--- src/rtl/trng_pkg.sv ---
// Shared types and default sizing for the ring-oscillator TRNG core.
package trng_pkg;

    typedef enum logic {
        VN_IDLE       = 1'b0,
        VN_HAVE_FIRST = 1'b1
    } vn_state_t;

    localparam int DEF_N_STAGES  = 5;
    localparam int DEF_REP_LIMIT = 16;
    localparam int DEF_OUT_W     = 8;

endpackage

--- src/rtl/ro_chain.sv ---
// One enable-gated ring oscillator: AND gate followed by an odd inverter chain.
module ro_chain
    import trng_pkg::*;
#(
    parameter int N_STAGES = DEF_N_STAGES
) (
    input  logic clk,
    input  logic rst_n,
    input  logic en,
    output logic ro_out
);

    logic fb_q;
    logic gate;

    // The ring is closed through fb_q so no zero-delay loop exists in the netlist model.
    assign gate = en & fb_q;

    for (genvar g = 0; g < N_STAGES; g++) begin : g_inv
        logic stage_in;
        logic stage_out;
        if (g == 0) begin : g_first
            assign stage_in = gate;
        end else begin : g_next
            assign stage_in = g_inv[g-1].stage_out;
        end
        assign stage_out = ~stage_in;
    end

    assign ro_out = g_inv[N_STAGES-1].stage_out;

    always_ff @(posedge clk or negedge rst_n) begin
        if (!rst_n) fb_q <= 1'b0;
        else        fb_q <= ro_out;
    end

endmodule

--- src/rtl/ro_trng_core.sv ---
// Multi-channel ring-oscillator entropy source: sample, debias, health-check, pack.
module ro_trng_core
    import trng_pkg::*;
#(
    parameter int N_RO      = 4,
    parameter int N_STAGES  = DEF_N_STAGES,
    parameter int OUT_W     = DEF_OUT_W,
    parameter int DIV_W     = 8,
    parameter int REP_LIMIT = DEF_REP_LIMIT
) (
    input  logic             clk,
    input  logic             rst_n,
    input  logic             ro_activate,
    input  logic [DIV_W-1:0] div,
    input  logic             vn_en,
    input  logic             test_mode,
    input  logic             test_bit,
    input  logic             rnd_ready,
    output logic [OUT_W-1:0] rnd_data,
    output logic             rnd_valid,
    output logic             health_fail,
    output logic [N_RO-1:0]  ro_raw
);

    localparam int CW = $clog2(OUT_W + 1);
    localparam int RW = $clog2(REP_LIMIT + 1);
    localparam logic [CW-1:0] CNT_FULL = CW'(OUT_W);
    localparam logic [CW-1:0] CNT_LAST = CW'(OUT_W - 1);
    localparam logic [CW-1:0] CNT_ONE  = CW'(1);
    localparam logic [RW-1:0] REP_MAX  = RW'(REP_LIMIT);
    localparam logic [RW-1:0] REP_ONE  = RW'(1);

    logic [N_RO-1:0]  ro_osc, sync1;
    logic [DIV_W-1:0] div_cnt, div_lat, div_eff;
    logic             tick, raw_q, raw_vld;
    logic             prev_bit, have_prev, rep_hit, fail_now;
    logic [RW-1:0]    rep_cnt, rep_next;
    vn_state_t        vn_state, vn_next;
    logic             vn_en_q, first_bit, capture_first, emit, emit_bit;
    logic [OUT_W-1:0] col, col_n, word;
    logic [CW-1:0]    bit_cnt, cnt_n;
    logic             can_xfer, load, valid_n;

    for (genvar ch = 0; ch < N_RO; ch++) begin : g_ro
        ro_chain #(.N_STAGES(N_STAGES)) u_ro (
            .clk    (clk),
            .rst_n  (rst_n),
            .en     (ro_activate),
            .ro_out (ro_osc[ch])
        );
    end

    // NOTE: clocked state uses <= so every flop samples pre-edge values of its peers.
    always_ff @(posedge clk or negedge rst_n) begin
        if (!rst_n) begin
            sync1   <= '0;
            ro_raw  <= '0;
            vn_en_q <= 1'b0;
        end else begin
            sync1   <= ro_osc;
            ro_raw  <= sync1;
            vn_en_q <= vn_en;
        end
    end

    // NOTE: every always_comb output gets a default first so no latch is inferred.
    always_comb begin
        div_eff = (div_cnt == '0) ? div : div_lat;
        tick    = ro_activate && (div_cnt == div_eff);
    end

    always_comb begin
        rep_next = REP_ONE;
        if (have_prev && (raw_q == prev_bit))
            rep_next = (rep_cnt == REP_MAX) ? rep_cnt : rep_cnt + 1'b1;
        rep_hit  = raw_vld && (rep_next == REP_MAX);
        fail_now = health_fail || rep_hit;
    end

    // Debiaser; a change of vn_en restarts pairing from IDLE.
    always_comb begin
        vn_next       = vn_state;
        emit          = 1'b0;
        emit_bit      = raw_q;
        capture_first = 1'b0;
        if (vn_en != vn_en_q) begin
            vn_next = VN_IDLE;
            emit    = raw_vld && !vn_en;
        end else if (raw_vld) begin
            if (!vn_en) begin
                emit = 1'b1;
            end else if (vn_state == VN_IDLE) begin
                capture_first = 1'b1;
                vn_next       = VN_HAVE_FIRST;
            end else begin
                emit     = (raw_q != first_bit);
                emit_bit = first_bit;
                vn_next  = VN_IDLE;
            end
        end
    end

    // A word completed by this cycle's bit may leave at once, giving the two-cycle latency.
    always_comb begin
        can_xfer = !fail_now && (!rnd_valid || rnd_ready);
        col_n    = col;
        cnt_n    = bit_cnt;
        load     = 1'b0;
        word     = col;
        if (bit_cnt == CNT_FULL) begin
            if (can_xfer) begin
                load  = 1'b1;
                col_n = {col[OUT_W-2:0], emit_bit};
                cnt_n = emit ? CNT_ONE : '0;
            end
        end else if (emit) begin
            col_n = {col[OUT_W-2:0], emit_bit};
            if (bit_cnt == CNT_LAST && can_xfer) begin
                load  = 1'b1;
                word  = col_n;
                cnt_n = '0;
            end else begin
                cnt_n = bit_cnt + 1'b1;
            end
        end
        valid_n = load ? 1'b1 : (rnd_ready ? 1'b0 : rnd_valid);
    end

    always_ff @(posedge clk or negedge rst_n) begin
        if (!rst_n) begin
            div_cnt     <= '0;
            div_lat     <= '0;
            raw_q       <= 1'b0;
            raw_vld     <= 1'b0;
            prev_bit    <= 1'b0;
            have_prev   <= 1'b0;
            rep_cnt     <= '0;
            health_fail <= 1'b0;
            vn_state    <= VN_IDLE;
            first_bit   <= 1'b0;
            // NOTE: collector data is cleared too so a dropped partial word never resurfaces.
            col         <= '0;
            bit_cnt     <= '0;
            rnd_data    <= '0;
            rnd_valid   <= 1'b0;
        end else if (!ro_activate) begin
            div_cnt     <= '0;
            div_lat     <= '0;
            raw_q       <= 1'b0;
            raw_vld     <= 1'b0;
            prev_bit    <= 1'b0;
            have_prev   <= 1'b0;
            rep_cnt     <= '0;
            health_fail <= 1'b0;
            vn_state    <= VN_IDLE;
            first_bit   <= 1'b0;
            col         <= '0;
            bit_cnt     <= '0;
            rnd_data    <= '0;
            rnd_valid   <= 1'b0;
        end else begin
            if (div_cnt == '0) div_lat <= div;
            div_cnt <= tick ? '0 : div_cnt + 1'b1;
            raw_vld <= tick;
            if (tick) raw_q <= test_mode ? test_bit : ^ro_raw;
            if (raw_vld) begin
                prev_bit  <= raw_q;
                have_prev <= 1'b1;
                rep_cnt   <= rep_next;
            end
            health_fail <= fail_now;
            vn_state    <= vn_next;
            if (capture_first) first_bit <= raw_q;
            col       <= col_n;
            bit_cnt   <= cnt_n;
            if (load) rnd_data <= word;
            rnd_valid <= valid_n;
        end
    end

endmodule

--- config.mk ---
export PLATFORM = sky130hd
export DESIGN_NAME = ro_trng_core
export DESIGN_NICKNAME = d
export VERILOG_FILES = /design/src/rtl/trng_pkg.sv /design/src/rtl/ro_chain.sv /design/src/rtl/ro_trng_core.sv
export SDC_FILE = /design/constraint.sdc
export NUM_CORES = 1
export LEC_CHECK = 0
export CORE_UTILIZATION = 35
export CTS_CLUSTER_SIZE = 10
export DETAILED_ROUTE_END_ITERATION = 12
export GPL_ROUTABILITY_DRIVEN = 0
export PLACE_DENSITY_LB_ADDON = 0.3
export SETUP_SLACK_MARGIN = 0.15
export SLEW_MARGIN = 20
export SYNTH_ARGS = -nofsm -noshare
export SYNTH_HDL_FRONTEND = slang
export SYNTH_SLANG_ARGS = --single-unit
export TNS_END_PERCENT = 100
--- constraint.sdc ---
create_clock -name clk -period 2.2 [get_ports clk]
set_input_delay 0.44 -clock clk [delete_from_list [all_inputs] [get_ports clk]]
set_output_delay 0.44 -clock clk [all_outputs]
set_load 0.05 [all_outputs]
==> results of run 1 <==
layout make-up:
type / count / area (um2)
clock buffers: 9 / 124
flip-flops and latches: 58 / 1450
multi-input cells: 226 / 1530
fillers: 807 / 4390
repair buffers: 59 / 533
inverters: 17 / 63.8
clock inverters: 7 / 70.1
well taps: 105 / 131
cell usage after synthesis, types with 2 or more instances:
cell | number | area (um2)
sky130_fd_sc_hd__nand2_1 | 37 | 139
sky130_fd_sc_hd__o21a_1 | 2 | 15.0
sky130_fd_sc_hd__a222oi_1 | 2 | 20.0
sky130_fd_sc_hd__a211oi_1 | 2 | 15.0
sky130_fd_sc_hd__a211o_1 | 5 | 43.8
sky130_fd_sc_hd__o21ai_1 | 9 | 45.0
sky130_fd_sc_hd__a21oi_1 | 16 | 80.1
sky130_fd_sc_hd__xor2_1 | 6 | 52.6
sky130_fd_sc_hd__o211ai_1 | 4 | 30.0
sky130_fd_sc_hd__a221oi_1 | 2 | 17.5
sky130_fd_sc_hd__and2_1 | 2 | 12.5
sky130_fd_sc_hd__nor2_1 | 27 | 101
sky130_fd_sc_hd__dfrtp_1 | 58 | 1450
sky130_fd_sc_hd__clkbuf_1 | 9 | 33.8
sky130_fd_sc_hd__and3_1 | 2 | 12.5
sky130_fd_sc_hd__inv_1 | 17 | 63.8
sky130_fd_sc_hd__a311oi_1 | 8 | 70.1
sky130_fd_sc_hd__nand2b_1 | 3 | 18.8
sky130_fd_sc_hd__mux2i_1 | 12 | 120
sky130_fd_sc_hd__buf_2 | 2 | 10.0
sky130_fd_sc_hd__ha_1 | 6 | 75.1
sky130_fd_sc_hd__nand4_1 | 5 | 31.3
sky130_fd_sc_hd__xnor2_1 | 12 | 105
sky130_fd_sc_hd__nand3_1 | 21 | 105
sky130_fd_sc_hd__o21ai_0 | 2 | 10.0
sky130_fd_sc_hd__nor3_1 | 12 | 60.1
sky130_fd_sc_hd__nor2b_1 | 10 | 62.6
sky130_fd_sc_hd__nor4_1 | 3 | 18.8
path summary, 6_finish.rpt:
check                      cells after the start       start  slack, ps     endpoint
min in group asynchronous                      2       rst_n        490  rnd_data[6]
min                                            0    sync1[0]        370    ro_raw[0]
min reg2reg                                    0    sync1[0]        370    ro_raw[0]
max reg2reg                                    7  rep_cnt[1]        200  rnd_data[6]
max in group asynchronous                      3       rst_n       1150       col[3]
max                                            7  rep_cnt[1]        200  rnd_data[6]
routing by layer:
layer	track usage [%]	routed length (um)	vias up
met3	5.88	278	6
met2	26.0	3300	46
li1	-	-	1222
met4	5.56	70	0
met5	0	0	-
met1	23.6	3260	1200
report_power, final:
group,internal (mW),total (mW),switching [mW]
Sequential,1.14,1.20,0.0592
Clock,0.517,0.971,0.453
Combinational,0.278,0.633,0.355
metrics by stage:
step	hold slack (ps)	cells	worst slack, ps
2_1_floorplan	144	315	168
3_3_place_gp	310	458	131
3_5_place_dp	312	458	39.0
4_1_cts	374	478	136
5_1_grt	393	481	93.2
6_report	372	481	197
placed cells by master (no fill, tap or decap), types with 3 or more instances in the layout:
cell type	netlist	layout
sky130_fd_sc_hd__a211o_1	5	5
sky130_fd_sc_hd__a21oi_1	16	16
sky130_fd_sc_hd__a311oi_1	8	4
sky130_fd_sc_hd__a311oi_2	0	4
sky130_fd_sc_hd__buf_4	1	26
sky130_fd_sc_hd__buf_6	1	3
sky130_fd_sc_hd__clkbuf_8	0	9
sky130_fd_sc_hd__clkdlybuf4s50_1	0	26
sky130_fd_sc_hd__clkinvlp_4	0	4
sky130_fd_sc_hd__dfrtp_1	58	58
sky130_fd_sc_hd__ha_1	6	4
sky130_fd_sc_hd__inv_1	17	16
sky130_fd_sc_hd__mux2i_1	12	12
sky130_fd_sc_hd__nand2_1	37	37
sky130_fd_sc_hd__nand3_1	21	21
sky130_fd_sc_hd__nand4_1	5	5
sky130_fd_sc_hd__nor2_1	27	27
sky130_fd_sc_hd__nor2b_1	10	9
sky130_fd_sc_hd__nor3_1	12	12
sky130_fd_sc_hd__nor4_1	3	3
sky130_fd_sc_hd__o211ai_1	4	4
sky130_fd_sc_hd__o21ai_2	0	7
sky130_fd_sc_hd__xnor2_1	12	12
sky130_fd_sc_hd__xor2_1	6	6
flip-flops by register name, summed over array words and instances, names as in the netlist:
name and count:
bit_cnt 4, col 8, div_cnt 8, div_lat 8, first_bit 1, have_prev 1
health_fail 1, prev_bit 1, raw_q 1, raw_vld 1, rep_cnt 5, rnd_data 8
rnd_valid 1, ro_raw 4, sync1 4, vn_en_q 1, vn_state 1
logic make-up after synthesis:
family	count (synthesis)	share of synthesized area (%)
muxes	13	4.35
xor gates and xnor gates	18	5.22
DFF	58	48.1
AOI/OAI and AO/OA	60	14.4
and+or+nand+nor	129	21.1
adders and majority gates	6	2.49
buffers and inverters	31	4.31
critical path, cell delays in order, from the launching register on:
cell                        delay (ps)
sky130_fd_sc_hd__dfrtp_1           410
sky130_fd_sc_hd__ha_2              190
sky130_fd_sc_hd__nor2b_4           130
sky130_fd_sc_hd__a2111oi_4         370
sky130_fd_sc_hd__o2111a_2          310
sky130_fd_sc_hd__buf_6             140
sky130_fd_sc_hd__o21ai_2            60
sky130_fd_sc_hd__a311oi_2          290
timing repair:
item                                   CTS  global route
hold buffers                             1             0
buffers inserted                         3             1
pin swaps                                3            18
cloned                                   0             2
resized for setup                        5            23
setup endpoints to repair               11            20
endpoints found under the hold margin    7             0
==> flow_summary.ini, run 1 <==
[status]
status = complete, no violations

[die]
placeableCoreArea_mm2 = 0.00830
die-width_um = 94.9
die-area_mm2 = 0.00900
floorplan.rows = 33
start_util_pct = 36.4
die_y_um = 94.9
num_io_pins = 29

[route]
drc = 0
dr.first_iter.drc_count = 126
route.detailed.wl_per_inst_um = 14.4
routed_wl_mm = 6.90
route.detailed.vias_per_inst = 5.14
detailroute.via_count = 2474
ant_nets = 0
dr.pass1.iters = 6

[synth]
post_synth_num_cell_types = 47
seq_area_frac_synth_pct = 48.1
postSynth.topFlopCell = sky130_fd_sc_hd__dfrtp_1
netlist_area_pre_place_mm2 = 0.00302
syn-instance-count = 315
synth_warnings = 0
fraction_of_synthesis_flops_using_an_asynchronous_set_or_reset_pin_pct = 100
syn-num-nets = 336
synth-seq-cells = 58
synth-edff-count = 0
syn_area_per_cell_um2 = 9.58

[timing]
unrepaired_setup_endpoints_after_global_routing = yes
slew_headroom_pct = 66.6
skew_ps = 7.45
worst-slew-pin-transition_ps = 499
hold_violations = 0
drv_slew = 0
setup_viol = 0
period_minus_slack_ps = 2000
min_period_over_period_pct = 91.1
fmaxAchievable_mhz = 499
tns_ps = 0

[grt]
number_of_global_route_vias_before_repair = 2431
antenna_violations_before_repair = 0
grt_start_max_net_pins = 32
wire_length_of_the_first_global_routing_pass_mm = 11.8
final_global_route_overflow_total = 0
overall_routing_resource_usage_pct = 17.4

[worst_setup_path]
critPathArrivalTime_ps = 2240
cp_capture_type = flop
start_kind = flop
critPathRequiredTime_ps = 2440
criticalPathCategory = flop to flop
path_max_fanout = 6

[finish]
finalInstanceArea_mm2 = 0.00391
antennaDiodeCount = 0
layout.core_utilization_pct = 47.1
area_delta_synth_final_pct = 29.4
post_route_cells_drive_above_1_share_pct = 19.1
final_net_count = 392

[clock_network]
cts_max_level = 3
clkTransAtPathRegs_ps = 70
clk_latency_ps = 340
tritoncts = built
clock_sink_count = 58
ctsLongestPathBuffers = 2
clk_root_buffer_cell = sky130_fd_sc_hd__clkbuf_8
cts_buffers = 9

[placed_design]
port_buf_inserts = 28
placed_cell_area_mm2 = 0.00355
dpl.hpwl_mm = 4.72

[power_and_ir_drop]
design_power_total_mw = 2.81
power.leakage_nw = 1.58
power_density_mw_per_mm2 = 719
power.ir.vdd_worst_v = 0.000446

[min_path]
hp-class = flop to flop

[job]
cap_viol_max_count = 0
(Power assumes the default switching activity.)
==> inputs of run 2 (changes only) <==
- HOLD_SLACK_MARGIN: default -> 0.05
==> results of run 2 <==
No change in the layout: final DEF, timing and power equal those of run 1.
==> inputs of run 3 (changes only) <==
- CORE_UTILIZATION: 35 -> 57
- SLEW_MARGIN: 20 -> 5
==> run 3 against run 2 <==
Flip-flop and latch count unchanged. Final area down 0.64%. Register-to-register slack worse by 140 ps. Wire length up 2.4%. Worst hold slack worse by 130 ps. Largest power group unchanged.
==> flow_summary.ini, run 3 (synthesis results as in run 1) <==
[worst_setup_path]
cpLargestDelayFamily = compound AO/OA/AOI/OAI gates
path_max_fanout = 8
critPathArrivalTime_ps = 2370
critical_path.cell_chain = inv_2 -> ha_4 -> nand3b_4 -> a2111oi_4 -> o2111a_2 -> buf_12 -> buf_8 -> o21ai_2 -> a311oi_1
crit_path_top_delay_cell = sky130_fd_sc_hd__dfrtp_1
criticalPathCategory = flop to flop
critPathRequiredTime_ps = 2430
critical-path-max-stage-delay_ps = 420
cp_capture_type = flop
start_kind = flop
critPathBufInv = 3

[timing]
fmaxAchievable_mhz = 467
setup_viol = 0
min_period_over_period_pct = 97.3
slew_headroom_pct = 52.5
tns_ps = 0
drv_slew = 0
unrepaired_setup_endpoints_after_global_routing = yes
final_critical_path_setup_slack_ps = 60.5
skew_ps = 12.0
hold-worst-slack_ps = 239
worst-slew-pin-transition_ps = 713
period_minus_slack_ps = 2140
hold_violations = 0

[power_and_ir_drop]
power.leakage_nw = 1.61
design_power_total_mw = 2.97
power.ir.vdd_worst_v = 0.000554
power_density_mw_per_mm2 = 766

[die]
placeableCoreArea_mm2 = 0.00511
num_io_pins = 29
die-width_um = 74.8
start_util_pct = 59.1
die_y_um = 74.8
floorplan.rows = 26
die-area_mm2 = 0.00559

[clock_network]
clk_latency_ps = 330
cts_buffers = 9
tritoncts = built
ctsLongestPathBuffers = 2
clock_sink_count = 58
clk_root_buffer_cell = sky130_fd_sc_hd__clkbuf_8
clkTransAtPathRegs_ps = 70
cts_max_level = 3

[finish]
area_delta_synth_final_pct = 28.6
instances_no_fill = 441
post_route_cells_drive_above_1_share_pct = 18.1
num-fill-cells = 350
layout.core_utilization_pct = 76.0
layout.cells.most_common = sky130_fd_sc_hd__dfrtp_1
antennaDiodeCount = 0
final_net_count = 387
final_cell_mix = sky130_fd_sc_hd__dfrtp_1, sky130_fd_sc_hd__nand2_1, sky130_fd_sc_hd__nor2_1
finalInstanceArea_mm2 = 0.00388

[route]
route.detailed.wl_per_inst_um = 16.0
route.detailed.vias_per_inst = 5.78
dr.first_iter.drc_count = 239
dr.pass1.iters = 5
drc = 0
routed_wl_mm = 7.07
detailroute.via_count = 2550
ant_nets = 0

[job]
cap_viol_max_count = 0

[grt]
final_global_route_overflow_total = 0
groute.layer.met1.usage_pct = 35.2
grtUsageMet2_pct = 46.6
grt_start_max_net_pins = 59
wire_length_of_the_first_global_routing_pass_mm = 11.8
number_of_global_route_vias_before_repair = 2590
groute.layer.met3.usage_pct = 5.49
overall_routing_resource_usage_pct = 28.4
antenna_violations_before_repair = 0
gr-max-usage-layer = met2

[placed_design]
port_buf_inserts = 28
placedCellCount = 417
dpl.hpwl_mm = 4.48
placed_cell_area_mm2 = 0.00346
pre_cts_slack_ps = 0.0746

[status]
status = complete, no violations

[min_path]
hp-class = input port to async pin
run 3: report_power, final:
| part | internal, mW | total [mW] | switching, mW |
|---|---|---|---|
| clock network | 0.700 | 1.13 | 0.428 |
| logic | 0.271 | 0.637 | 0.366 |
| registers | 1.14 | 1.21 | 0.0627 |
| total | 2.12 | 2.97 | 0.857 |
run 3: area by class of cell:
| class | instances | area [um2] | area share [%] |
|---|---|---|---|
| Clock buffer | 12 | 155 | 4.00 |
| Clock inverter | 4 | 73.8 | 1.90 |
| Inverter | 17 | 63.8 | 1.64 |
| Multi-Input combinational cell | 226 | 1540 | 39.6 |
| Sequential cell | 58 | 1450 | 37.4 |
| Tap cell | 70 | 87.6 | 2.26 |
| Timing Repair Buffer | 54 | 512 | 13.2 |
run 3: layer usage:
| metal | vias up | share of wire (%) |
|---|---|---|
| li1 | 1218 | - |
| met1 | 1245 | 43 |
| met2 | 73 | 50 |
| met3 | 14 | 4.7 |
| met4 | 0 | 2.2 |
| met5 | - | 0 |
run 3: final timing paths:
path                             from           to  cells after the start  slack (ps)
min in group clk             sync1[3]    ro_raw[3]                      0         370
min                             rst_n    rnd_valid                      2         240
max reg2reg                rep_cnt[1]  rnd_data[5]                      9          60
max                        rep_cnt[1]  rnd_data[5]                      9          60
max in group asynchronous       rst_n   div_cnt[3]                      2        1480
min reg2reg                  sync1[3]    ro_raw[3]                      0         370
run 3: timing repair:
action,4_1_cts,5_1_grt
pin swaps,16,14
gates resized for setup,18,18
hold buffers,0,0
cloned,0,1
setup endpoints to repair,19,22
buffers inserted,5,2
